### src/rtl/y86_stage_sequencer_pkg.sv
// Purpose: shared constants, encodings and decode helpers for the Y86 stage sequencer.
// Contents: icode constants, stat codes, FSM state encoding, stage-enable bit positions,
//           needs_mem()/needs_wb() class decoders and the Moore enable decode per state.
package y86_stage_sequencer_pkg;

    // Instruction codes
    localparam logic [3:0] I_HALT   = 4'h0;
    localparam logic [3:0] I_NOP    = 4'h1;
    localparam logic [3:0] I_RRMOVQ = 4'h2;
    localparam logic [3:0] I_IRMOVQ = 4'h3;
    localparam logic [3:0] I_RMMOVQ = 4'h4;
    localparam logic [3:0] I_MRMOVQ = 4'h5;
    localparam logic [3:0] I_OPQ    = 4'h6;
    localparam logic [3:0] I_JXX    = 4'h7;
    localparam logic [3:0] I_CALL   = 4'h8;
    localparam logic [3:0] I_RET    = 4'h9;
    localparam logic [3:0] I_PUSHQ  = 4'hA;
    localparam logic [3:0] I_POPQ   = 4'hB;

    // Highest legal icode; anything above is an invalid instruction
    localparam logic [3:0] I_MAX_VALID = I_POPQ;

    typedef enum logic [2:0] {
        STAT_AOK = 3'd1,
        STAT_HLT = 3'd2,
        STAT_ADR = 3'd3,
        STAT_INS = 3'd4
    } stat_t;

    typedef enum logic [2:0] {
        S_FETCH     = 3'd0,
        S_DECODE    = 3'd1,
        S_EXECUTE   = 3'd2,
        S_MEMORY    = 3'd3,
        S_WRITEBACK = 3'd4,
        S_PCUPD     = 3'd5,
        S_HALT      = 3'd6
    } state_t;

    // Bit positions inside the one-hot stage enable vector
    localparam int EN_FETCH = 0;
    localparam int EN_DEC   = 1;
    localparam int EN_EXEC  = 2;
    localparam int EN_MEM   = 3;
    localparam int EN_WB    = 4;
    localparam int EN_PC    = 5;
    localparam int EN_W     = 6;

    // Instructions that touch data memory
    function automatic logic needs_mem(input logic [3:0] ic);
        case (ic)
            I_RMMOVQ, I_MRMOVQ, I_CALL, I_RET, I_PUSHQ, I_POPQ: return 1'b1;
            default:                                            return 1'b0;
        endcase
    endfunction

    // Instructions that write the register file
    function automatic logic needs_wb(input logic [3:0] ic);
        case (ic)
            I_RRMOVQ, I_IRMOVQ, I_MRMOVQ, I_OPQ,
            I_CALL, I_RET, I_PUSHQ, I_POPQ:     return 1'b1;
            default:                            return 1'b0;
        endcase
    endfunction

    // Moore output decode: exactly one enable per active state, none in HALT
    function automatic logic [EN_W-1:0] stage_enables(input state_t s);
        logic [EN_W-1:0] en;
        en = '0;
        case (s)
            S_FETCH:     en[EN_FETCH] = 1'b1;
            S_DECODE:    en[EN_DEC]   = 1'b1;
            S_EXECUTE:   en[EN_EXEC]  = 1'b1;
            S_MEMORY:    en[EN_MEM]   = 1'b1;
            S_WRITEBACK: en[EN_WB]    = 1'b1;
            S_PCUPD:     en[EN_PC]    = 1'b1;
            default:     en           = '0;
        endcase
        return en;
    endfunction

endpackage

### src/rtl/y86_stage_sequencer.sv
// Purpose: multi-cycle control FSM stepping one Y86 instruction through F/D/E/M/W/PC.
// Latency: 4 (nop/jXX), 5 (rrmovq/irmovq/OPq/rmmovq), 6 (mrmovq/call/ret/push/pop) cycles + waits.
// Backpressure: stalls in FETCH until imem_ready and in MEMORY (dmem_req held) until dmem_ready.
// Ports: CLK/RST_N (sync active-low); icode + imem_ready/imem_err from fetch;
//        dmem_ready/dmem_err from data memory; stage enables, dmem_req, PC_EN pulse;
//        stat (AOK/HLT/ADR/INS); cycle_cnt and instr_cnt wrap-around counters.
module y86_stage_sequencer
    import y86_stage_sequencer_pkg::*;
#(
    parameter int CNT_WID = 32
) (
    input  logic               CLK,
    input  logic               RST_N,
    input  logic [3:0]         icode,
    input  logic               imem_ready,
    input  logic               imem_err,
    input  logic               dmem_ready,
    input  logic               dmem_err,
    output logic               fetch_en,
    output logic               decode_en,
    output logic               exec_en,
    output logic               wb_en,
    output logic               dmem_req,
    output logic               PC_EN,
    output logic [2:0]         stat,
    output logic [CNT_WID-1:0] cycle_cnt,
    output logic [CNT_WID-1:0] instr_cnt
);

    state_t            state_q, state_d;
    stat_t             stat_q, stat_d;
    logic [3:0]        cur_icode_q, cur_icode_d;
    logic [EN_W-1:0]   en_q, en_d;
    logic [CNT_WID-1:0] cycle_cnt_q, instr_cnt_q;

    // Next-state and status logic
    always_comb begin
        state_d     = state_q;
        stat_d      = stat_q;
        cur_icode_d = cur_icode_q;
        case (state_q)
            S_FETCH: begin
                if (imem_ready) begin
                    if (imem_err) begin
                        stat_d  = STAT_ADR;
                        state_d = S_HALT;
                    end else if (icode > I_MAX_VALID) begin
                        stat_d  = STAT_INS;
                        state_d = S_HALT;
                    end else if (icode == I_HALT) begin
                        stat_d  = STAT_HLT;
                        state_d = S_HALT;
                    end else begin
                        cur_icode_d = icode;
                        state_d     = S_DECODE;
                    end
                end
            end
            S_DECODE: state_d = S_EXECUTE;
            S_EXECUTE: begin
                // Memory classes first; of the rest, only nop/jXX skip writeback
                if (needs_mem(cur_icode_q)) begin
                    state_d = S_MEMORY;
                end else if (needs_wb(cur_icode_q)) begin
                    state_d = S_WRITEBACK;
                end else begin
                    state_d = S_PCUPD;
                end
            end
            S_MEMORY: begin
                if (dmem_ready) begin
                    if (dmem_err) begin
                        stat_d  = STAT_ADR;
                        state_d = S_HALT;
                    end else if (needs_wb(cur_icode_q)) begin
                        state_d = S_WRITEBACK;
                    end else begin
                        // rmmovq is the only memory class without writeback
                        state_d = S_PCUPD;
                    end
                end
            end
            S_WRITEBACK: state_d = S_PCUPD;
            S_PCUPD:     state_d = S_FETCH;
            S_HALT:      state_d = S_HALT;
            default:     state_d = S_FETCH;
        endcase
        // Enables are registered from the next state so they line up with state_q
        en_d = stage_enables(state_d);
    end

    always_ff @(posedge CLK) begin
        if (!RST_N) begin
            state_q     <= S_FETCH;
            stat_q      <= STAT_AOK;
            cur_icode_q <= I_NOP;
            en_q        <= stage_enables(S_FETCH);
        end else begin
            state_q     <= state_d;
            stat_q      <= stat_d;
            cur_icode_q <= cur_icode_d;
            en_q        <= en_d;
        end
    end

    always_ff @(posedge CLK) begin
        if (!RST_N) begin
            cycle_cnt_q <= '0;
            instr_cnt_q <= '0;
        end else begin
            if (state_q != S_HALT) begin
                cycle_cnt_q <= cycle_cnt_q + CNT_WID'(1);
            end
            if (state_q == S_PCUPD) begin
                instr_cnt_q <= instr_cnt_q + CNT_WID'(1);
            end
        end
    end

    // Reset is held combinationally on the enables so nothing fires while RST_N is low,
    // including a request already in flight to data memory.
    assign fetch_en  = en_q[EN_FETCH] & RST_N;
    assign decode_en = en_q[EN_DEC]   & RST_N;
    assign exec_en   = en_q[EN_EXEC]  & RST_N;
    assign dmem_req  = en_q[EN_MEM]   & RST_N;
    assign wb_en     = en_q[EN_WB]    & RST_N;
    assign PC_EN     = en_q[EN_PC]    & RST_N;
    assign stat      = stat_q;
    assign cycle_cnt = cycle_cnt_q;
    assign instr_cnt = instr_cnt_q;

endmodule

### config.mk
export PLATFORM = sky130hd
export DESIGN_NAME = y86_stage_sequencer
export DESIGN_NICKNAME = d
export VERILOG_FILES = /design/src/rtl/y86_stage_sequencer_pkg.sv /design/src/rtl/y86_stage_sequencer.sv
export SDC_FILE = /design/constraint.sdc
export NUM_CORES = 1
export LEC_CHECK = 0
export ABC_AREA = 1
export CAP_MARGIN = 20
export CORE_AREA = 2 2 123 125
export CTS_CLUSTER_DIAMETER = 50
export CTS_CLUSTER_SIZE = 40
export DETAILED_ROUTE_END_ITERATION = 16
export DIE_AREA = 0 0 125 127
export SYNTH_ARGS = -nofsm -noshare
export SYNTH_HDL_FRONTEND = slang
export SYNTH_SLANG_ARGS = --single-unit
### constraint.sdc
create_clock -name CLK -period 2.8 [get_ports CLK]
set_clock_uncertainty 0.05 [all_clocks]
set_input_delay 0.28 -clock CLK [delete_from_list [all_inputs] [get_ports CLK]]
set_output_delay 0.28 -clock CLK [all_outputs]
set_load 0.02 [all_outputs]
==> results.py <==
metrics = {
    "status": {
        "status": "finished clean",
    },
    "synth": {
        "yosysUniqueCellTypes": 33,
        "async_flop_share_pct": 0,
        "synth_top_cell_area_share_pct": 37.9,
        "syn-cell-area_um2": 4280,
        "ys_ff_latch": 81,
        "yosysSeqAreaShare_pct": 37.9,
        "postSynthCellCount": 691,
        "yosys-top-cells-area": "dfxtp_1 38%, nand2_1 19%, nor2_1 11%, inv_1 7.3%, a21oi_1 4.6%",
        "ys.flop_type": "dfxtp_1",
        "synth-edff-count": 0,
        "yosysTopAreaCell": "dfxtp_1",
        "postSynthAreaPerCell_um2": 6.19,
        "ys_warn_count": 0,
        "synth_nets": 703,
    },
    "worst_setup_path": {
        "critPathLaunch": "cycle_cnt[0]",
        "critical_path_class": "reg2reg",
        "path_cells": "ha_1 -> inv_1 -> nor2_1 -> nand3_1 -> nor2_2 -> nand2_1 -> nor2_1 -> nand3_1 -> nand2_1 -> nor2_1",
        "cpMaxStageDelayCell": "dfxtp_1",
        "rrSetupSlack_ns": 0.85,
        "cp.arrival_ns": 2.15,
        "start_kind": "register",
        "crit_required_ns": 3.00,
        "cpPeakStageDelay_ns": 0.39,
        "crit_end": "cycle_cnt[18]",
        "rr_endpoint": "cycle_cnt[18]",
        "cp_max_fo": 5,
        "reg2reg_from": "cycle_cnt[0]",
        "path_common_cell": "nor2_1",
        "ff2ff_path_depth": 10,
        "crit_path_end_kind": "register",
    },
    "clock_network": {
        "clock-sinks": 81,
        "clk_pin_slew_worst_paths_ns": 0.06,
        "clock_latency_ns": 0.35,
        "cts.hold.buffers_added": 0,
        "htreeDepth": 3,
        "cts_buffer_depth": 2,
        "cts_root_buf": "clkbuf_16",
        "post_cts_buffers": 0,
        "cts_resized": 0,
        "cts_tree": "done",
        "cts_buffers": 9,
    },
    "sta": {
        "finalCritPeriodShare_pct": 69.7,
        "period_minus_slack_ns": 1.95,
        "slew_headroom_pct": 63.9,
        "final.setup.worst_slack_ns": 0.847,
        "finalHoldViolCount": 0,
        "tns_ns": 0,
        "worstMarginPinSlew_ns": 0.541,
        "timing.fmax_ghz": 0.512,
        "finalSetupViolations": 0,
        "grt_setup_unrepaired": "false",
        "slew_viol_final": 0,
    },
    "grt": {
        "use_met2_pct": 24.2,
        "grt_antenna_before_repair": 0,
        "use_met3_pct": 4.86,
        "busiest_layer": "met2",
        "track_usage_pct": 14.5,
        "grt_pass1_vias": 3877,
        "grt_max_degree": 35,
        "grt_pass1_wl_um": 18600,
        "grt_use_met1_pct": 18.1,
        "grt_overflow": 0,
    },
    "drt": {
        "vias_per_cell": 4.52,
        "vias": 4349,
        "wl_per_cell_um": 11.8,
        "ant_nets": 0,
        "initialDrtViolationCount": 165,
        "drt_pass1_iterations": 4,
        "drt_wl_total_um": 11400,
        "drc": 0,
    },
    "die": {
        "rows": 44,
        "core_area_um2": 14400,
        "die_w_um": 125,
        "start_util_pct": 29.7,
        "die_h_um": 127,
        "die_area_um2": 15900,
        "io_pins": 83,
    },
    "finish": {
        "fin_nets": 787,
        "syn_to_final_growth_pct": 31.0,
        "final_common_cell": "nand2_1",
        "diodes": 0,
        "final_core_utilization_pct": 38.9,
        "drive_above_1_share_pct": 4.88,
        "layout_common_cells": "214 x nand2_1, 126 x nor2_1, 83 x inv_1, 81 x dfxtp_1, 81 x clkdlybuf4s50_1",
    },
    "power": {
        "cellPowerDensity_nw_per_um2": 544,
        "ir_drop_uv": 290,
        "p_leak_nw": 2.11,
    },
    "place": {
        "place_congestion": 0.843,
        "io_buffers": 82,
        "pre_cts_slack_ns": 0.794,
        "dp_hpwl_um": 8440,
    },
    "min_path": {
        "worstHoldPathType": "in2reg",
    },
    "job": {
        "maxCapViolCount": 0,
    },
}
-- layer usage --
metal	share of wire, %	wire length [µm]	vias up
li1	-	-	2346
met2	46	5220	77
met3	4.5	506	10
met4	1.2	131	0
met5	0	0	-
met1	48	5490	1916
-- synthesized netlist by cell type, types with 6 or more instances --
| library cell | number |
|---|---|
| dfxtp_1 | 81 |
| nand4_1 | 11 |
| nor3_1 | 16 |
| clkbuf_1 | 9 |
| nor2_1 | 126 |
| inv_1 | 83 |
| a21oi_1 | 39 |
| nand3b_1 | 6 |
| nand2_1 | 214 |
| o21ai_1 | 6 |
| o21ai_0 | 20 |
| nor2_2 | 7 |
| nand3_1 | 34 |
-- cells by family after synthesis --
logic type / synth area share [%]
AND/OR/NAND/NOR: 42.3
buffers and inverters: 8.77
flip-flops: 37.9
AO/OA/AOI/OAI: 9.62
XOR/XNOR: 0.819
adder cells (fa/ha/maj): 0.585
-- final cells by class --
class	instances	area [µm²]
multi-input combinational	511	2280
sequential	81	1620
clock buffer	12	256
inverter	88	330
timing repair buffer	84	843
clock inverter	3	40.0
fill	1562	8820
tap	184	230
-- state kept, by name, summed over array words and instances, names as in the netlist, named ones only --
register / flops
cur_icode_q: 4
stat: 3
instr_cnt: 32
en_q: 6
state_q: 3
cycle_cnt: 32
-- through the flow --
stage / std cells / power [mW] / hold WS [ns] / instance area [µm²]
after floorplan: 691 / 1.70 / 0.374 / 4280
after global placement: 948 / 1.87 / 0.390 / 5310
after detailed placement: 948 / 1.87 / 0.395 / 5310
after CTS: 963 / 3.09 / 0.259 / 5600
after global routing: 963 / 3.20 / 0.284 / 5600
final: 963 / 3.05 / 0.262 / 5600
-- power breakdown --
group,internal (mW),switching [mW]
sequential,1.24,0.0743
clock,0.732,0.474
combinational,0.199,0.334
-- worst min path at each step --
stage	end	cells after the start	from	slack, ns
floorplan	cur_icode_q[0]	2	cur_icode_q[0]	0.37
global placement	cur_icode_q[0]	2	cur_icode_q[0]	0.39
detailed placement	cur_icode_q[0]	2	cur_icode_q[0]	0.39
CTS	en_q[0]	2	RST_N	0.26
global route	en_q[0]	2	RST_N	0.28
finish	en_q[0]	2	RST_N	0.26
-- worst max-delay path: cells and delay by family (launching register included) --
| kind | cells | cell delay (ns) |
|---|---|---|
| flops | 1 | 0.39 |
| simple gates | 8 | 1.15 |
| buf+inv | 1 | 0.06 |
| fa+ha+maj | 1 | 0.19 |
Power figures use the tool's default switching activity.
